<file path="config.mk">
export PLATFORM = sky130hd
export DESIGN_NAME = snoop_bus_controller
export DESIGN_NICKNAME = d
export VERILOG_FILES = /design/src/rtl/snoop_bus_controller.sv
export SDC_FILE = /design/constraint.sdc
export NUM_CORES = 1
export LEC_CHECK = 0
export ABC_AREA = 1
export ABC_CLOCK_PERIOD_IN_PS = 4000
export CAP_MARGIN = 20
export CORE_ASPECT_RATIO = 1.1
export CORE_MARGIN = 1
export CORE_UTILIZATION = 35
export CTS_CLUSTER_SIZE = 24
export DETAILED_ROUTE_END_ITERATION = 10
export DONT_BUFFER_PORTS = 1
export PLACE_DENSITY = 0.57
export REMOVE_ABC_BUFFERS = 1
export SLEW_MARGIN = 15
export SYNTH_ARGS = -nofsm -noshare
export SYNTH_HDL_FRONTEND = slang
export SYNTH_SLANG_ARGS = --single-unit
</file>
<file path="constraint.sdc">
create_clock -name clock -period 4 [get_ports clock]
set_input_delay 0.4 -clock clock [delete_from_list [all_inputs] [get_ports clock]]
set_output_delay 0.4 -clock clock [all_outputs]
set_load 0.01 [all_outputs]
</file>
<file path="src/rtl/snoop_bus_controller.sv">
// Shared snooping bus controller with main memory: round-robin miss arbitration,
// snoop broadcast, Modified-line writeback absorption and line response.
module snoop_bus_controller #(
    parameter int NPROC  = 3,
    parameter int ADDR_W = 5,
    parameter int DATA_W = 8
) (
    input  logic                     clock,
    input  logic                     reset,
    input  logic [NPROC-1:0]         req,
    input  logic [NPROC-1:0]         req_write,
    input  logic [NPROC*ADDR_W-1:0]  req_addr,
    output logic [NPROC-1:0]         gnt,
    output logic                     bus_valid,
    output logic                     bus_write,
    output logic [ADDR_W-1:0]        bus_addr,
    input  logic [NPROC-1:0]         snoop_share,
    input  logic [NPROC-1:0]         snoop_abort,
    input  logic [NPROC*DATA_W-1:0]  snoop_wb_data,
    output logic                     resp_valid,
    output logic [DATA_W-1:0]        resp_data,
    output logic                     resp_shared
);

    localparam int ID_W  = (NPROC > 1) ? $clog2(NPROC) : 1;
    localparam int DEPTH = 1 << ADDR_W;

    typedef enum logic [2:0] {
        S_IDLE,
        S_BCAST,
        S_SNOOP,
        S_WB,
        S_READ,
        S_RESP
    } state_t;

    state_t              state, state_next;
    logic [ID_W-1:0]     owner_id, last_grant, pick_id;
    logic [NPROC-1:0]    owner_oh;
    logic                owner_write;
    logic [ADDR_W-1:0]   owner_addr;
    logic [NPROC-1:0]    share_m, abort_m;
    logic                shr, abt;
    logic [DATA_W-1:0]   wb_sel, wb_data, rdata;
    logic [DATA_W-1:0]   mem [DEPTH];

    // First requester strictly after `last`, wrapping back to `last` itself.
    function automatic logic [ID_W-1:0] rr_pick(input logic [NPROC-1:0] r,
                                                 input logic [ID_W-1:0]  last);
        logic [ID_W-1:0] pick;
        int              idx;
        pick = last;
        for (int k = NPROC; k >= 1; k--) begin
            idx = (int'(last) + k) % NPROC;
            if (r[ID_W'(idx)]) pick = ID_W'(idx);
        end
        return pick;
    endfunction

    assign pick_id = rr_pick(req, last_grant);

    // The requester never snoops its own transaction.
    assign share_m = snoop_share & ~owner_oh;
    assign abort_m = snoop_abort & ~owner_oh;

    always_comb begin
        // NOTE: every always_comb output gets a default first so no path leaves it unassigned (no latch).
        wb_sel = '0;
        for (int i = NPROC - 1; i >= 0; i--) begin
            if (abort_m[i]) wb_sel = snoop_wb_data[i*DATA_W +: DATA_W];
        end
    end

    always_comb begin
        state_next = state;
        case (state)
            S_IDLE:  if (|req) state_next = S_BCAST;
            S_BCAST: state_next = S_SNOOP;
            S_SNOOP: state_next = (|abort_m) ? S_WB : S_READ;
            S_WB:    state_next = S_READ;
            S_READ:  state_next = S_RESP;
            S_RESP:  state_next = S_IDLE;
            default: state_next = S_IDLE;
        endcase
    end

    // NOTE: sequential state uses non-blocking assignments so every register samples pre-edge values.
    always_ff @(posedge clock) begin
        if (reset) begin
            state       <= S_IDLE;
            owner_id    <= '0;
            owner_oh    <= '0;
            owner_write <= 1'b0;
            owner_addr  <= '0;
            last_grant  <= ID_W'(NPROC - 1);
            shr         <= 1'b0;
            abt         <= 1'b0;
            wb_data     <= '0;
            rdata       <= '0;
            // NOTE: the memory is deliberately reset (identity contents), so it is built from flops, not a RAM macro.
            for (int i = 0; i < DEPTH; i++) mem[i] <= DATA_W'(i);
        end else begin
            state <= state_next;
            case (state)
                S_IDLE: begin
                    if (|req) begin
                        owner_id    <= pick_id;
                        owner_oh    <= NPROC'(1) << pick_id;
                        owner_write <= req_write[pick_id];
                        owner_addr  <= req_addr[int'(pick_id)*ADDR_W +: ADDR_W];
                    end
                end
                S_SNOOP: begin
                    shr     <= |share_m;
                    abt     <= |abort_m;
                    wb_data <= wb_sel;
                end
                S_WB:    mem[owner_addr] <= wb_data;
                S_READ:  rdata <= mem[owner_addr];
                S_RESP:  last_grant <= owner_id;
                default: ;
            endcase
        end
    end

    // Outputs are decoded from registered state only; idle values are all zero.
    assign gnt         = (state != S_IDLE) ? owner_oh : '0;
    assign bus_valid   = (state == S_BCAST);
    assign bus_write   = (state != S_IDLE) & owner_write;
    assign bus_addr    = (state != S_IDLE) ? owner_addr : '0;
    assign resp_valid  = (state == S_RESP);
    assign resp_data   = resp_valid ? rdata : '0;
    assign resp_shared = resp_valid & ~owner_write & (shr | abt);

endmodule
</file>
==> flow_metrics.env <==
export IMPL_stdcell_count=1851
export IMPL_io_buffers=0
export IMPL_ys_flop_type="edfxtp_1"
export IMPL_grt_pass1_wl_um=55800
export IMPL_ant_nets=0
export IMPL_relSlewSlack=0.316
export IMPL_clk_pin_slew_worst_paths_ps=60
export IMPL_rsz0062_at_grt="no"
export IMPL_syn_cell_area_mm2=0.0134
export IMPL_dr_pass1_iters=6
export IMPL_wirelength_um=36500
export IMPL_synthTopCellsByArea="edfxtp_1 57%, nand2_1 9.0%, nor2_1 6.7%"
export IMPL_cp_slowest_cell="nor3_1"
export IMPL_slew_violations=0
export IMPL_crit_path_start_kind="flip-flop"
export IMPL_drive_gt1_frac=0.119
export IMPL_cts_max_path_buffers=3
export IMPL_cp_common_cell="inv_1"
export IMPL_synth_edf_count=256
export IMPL_fmax_mhz=334
export IMPL_postCtsHoldBufs=1
export IMPL_wire_per_inst_um=19.7
export IMPL_worst_skew_pair_late_latency_ps=560
export IMPL_power_share_clock=0.360
export IMPL_final_cell_mix="322 x nand2_1, 256 x edfxtp_1, 237 x nor2_1"
export IMPL_setup_tns_final_ps=0
export IMPL_num_vias=9612
export IMPL_synth_top_family_by_area="simple AND/OR/NAND/NOR gates"
export IMPL_cts_made_buffers=30
export IMPL_grt_ovfl_total=0
export IMPL_placementRows=74
export IMPL_p_switching_w=0.00236
export IMPL_syn_to_final_growth_pct=10.7
export IMPL_path_cells="inv_1 > nor3_1 > inv_1 > nor2_1"
export IMPL_clockRootBuffer="clkbuf_16"
export IMPL_synth_area_leader_cell="edfxtp_1"
export IMPL_boundaryPins=73
export IMPL_grt_pass1_vias=9270
export IMPL_fin_crit_sh=0.749
export IMPL_path_max_fanout=11
export IMPL_synth_top_area_frac=0.572
export IMPL_gp_congestion=0.855
export IMPL_drc=0
export IMPL_antenna_cells=0
export IMPL_seqPwrFrac=0.448
export IMPL_swShare=0.305
export IMPL_crit_arrival_ps=2600
export IMPL_cp_end_kind="output pin"
export IMPL_fin_util=0.397
export IMPL_synthSimpleGateAreaFrac=0.221
export IMPL_skew_ps=22.3
export IMPL_vias_per_cell=5.19
export IMPL_max_slew_worst_pin_slew_ps=1020
export IMPL_peakVddDrop_v=0.000309
export IMPL_crit_path_max_incr_delay_ps=580
export IMPL_ys_warnings_count=0
export IMPL_place_inst=1795
export IMPL_hold_class="primary input to flip-flop"
export IMPL_start_util=0.358
export IMPL_synth_xor_area_frac=0
export IMPL_track_usage=0.185
export IMPL_dp_hpwl_um=24300
export IMPL_finalSetupViolCount=0
export IMPL_critPathRequiredTime_ps=3600
export IMPL_cp_buffers_inverters=2
export IMPL_cts_tree="done"
export IMPL_drv_cap=0
export IMPL_die_x_um=189
export IMPL_min_period_ps=3000
export IMPL_synthCells=1350
export IMPL_synth_seq_cells=290
export IMPL_status="finished, final reports clean"
export IMPL_hold_viol=0
export IMPL_htree_num_levels=1
export IMPL_drt_iter0_drc=871
export IMPL_cts_resized=0
export IMPL_power_frac_comb=0.191
export IMPL_crit_type="flip-flop to output pin"
export IMPL_leakagePower_nw=5.12
export IMPL_antenna_found_initial=0
export IMPL_synth_adder_area_share=0.00372
export IMPL_crit_family="simple AND/OR/NAND/NOR gates"
export IMPL_nNetsFinal=1391
export IMPL_synth_avg_cell_area_um2=9.95
export IMPL_grt_max_degree=66
export IMPL_synthMuxAreaShare=0
export IMPL_ys_seq_area_frac=0.623
export IMPL_p_per_area_mw_per_mm2=521
export IMPL_synth_distinct_cells=35
export IMPL_layout_commonest_cell="nand2_1"
export IMPL_ys_async_sr_fraction=0
export IMPL_internal_power_w=0.00539
export IMPL_nFillCells=3682
export IMPL_synth_compound_area_frac=0.0929
export IMPL_dieArea_mm2=0.0392
export IMPL_fp_coreArea_mm2=0.0375
export IMPL_cts_sinks=290
export IMPL_die_y_um=208
export IMPL_cts_setup_buffers=0
export IMPL_hold_ws_ps=17.2
==> layer usage <==
| layer | vias to the layer above | GRT usage | routed length [um] |
|---|---|---|---|
| met5 | - | 0 | 0 |
| met4 | 0 | 0.0445 | 703 |
| met3 | 44 | 0.0259 | 2630 |
| met2 | 359 | 0.306 | 17200 |
| met1 | 4650 | 0.256 | 16000 |
| li1 | 4559 | - | - |
==> registers in the layout, indices dropped and copies added (netlist names) <==
| signal | cells |
|---|---|
| wb_data | 8 |
| mem | 256 |
| owner_addr | 5 |
| state | 3 |
| rdata | 8 |
| owner_id | 2 |
| abt | 1 |
| owner_oh | 3 |
| owner_write | 1 |
| shr | 1 |
| last_grant | 2 |
==> power by group through the flow <==
stage	Sequential [W]	Combinational, W	Clock, W
final	0.00348	0.00148	0.00280
after global routing	0.00349	0.00162	0.00292
after CTS	0.00348	0.00149	0.00281
after detailed placement	0.00354	0.00148	0
after global placement	0.00354	0.00146	0
after floorplan	0.00351	0.000938	0
==> worst register-to-register path: stages, from the launching register on <==
cell     delay (ps)
dfxtp_1         490
inv_1           140
nor2_4          400
buf_4           470
buf_4           310
a22oi_1          90
nand2_1          90
nand2_1          60
nand2_1          80
a21oi_1          40
nand3_1          80
nand2_1          60
inv_1            50
==> cell usage after synthesis, types with 2 or more instances <==
library cell / instances
ha_1: 4
buf_4: 12
a22oi_1: 112
dfxtp_1: 34
nor3_2: 5
nand2_1: 322
a21oi_1: 43
edfxtp_1: 256
nand4_1: 10
buf_2: 12
inv_1: 70
inv_6: 2
buf_6: 4
nand2_2: 2
nor3_1: 3
clkbuf_1: 40
nor2_4: 20
a31oi_1: 8
o21ai_0: 21
nand3_1: 59
nor2_1: 240
inv_2: 44
nor2_2: 10
nor3_4: 5
nand2_4: 2
==> cell type report <==
type                       count  area [um2]  area share
clock buffer                  37         808      0.0543
clock inverter                18         163      0.0109
inverter                     118         454      0.0305
multi-input combinational    873        4290       0.288
sequential                   290        8370       0.562
tap                          494         618      0.0415
timing repair buffer          21         180      0.0121
==> kinds of logic (layout without fill, tap and decap cells) <==
kind of cell,count (synthesis),after routing
buf+inv,187,194
flops,290,290
simple gates,680,680
fa+ha+maj,4,4
compound gates,189,189
==> final timing paths <==
check | start | to | slack (ps) | cells after the start
setup / recovery | state[2] | resp_data[4] | 1000 | 4
setup reg to reg | owner_addr[1] | rdata[2] | 1590 | 12
hold reg to reg | owner_oh[2] | owner_oh[2] | 480 | 2
hold / removal | reset | wb_data[5] | 20 | 3
==> metrics by stage <==
step           cell area [um2]  total power [W]  setup slack (ps)
6_report                 14900          0.00776              1000
2_1_floorplan            13100          0.00445               162
4_1_cts                  14900          0.00777              1020
3_3_place_gp             13900          0.00500              1620
3_5_place_dp             13900          0.00502              1580
5_1_grt                  14900          0.00803               849
No activity file was read; power rests on OpenSTA's default activity.
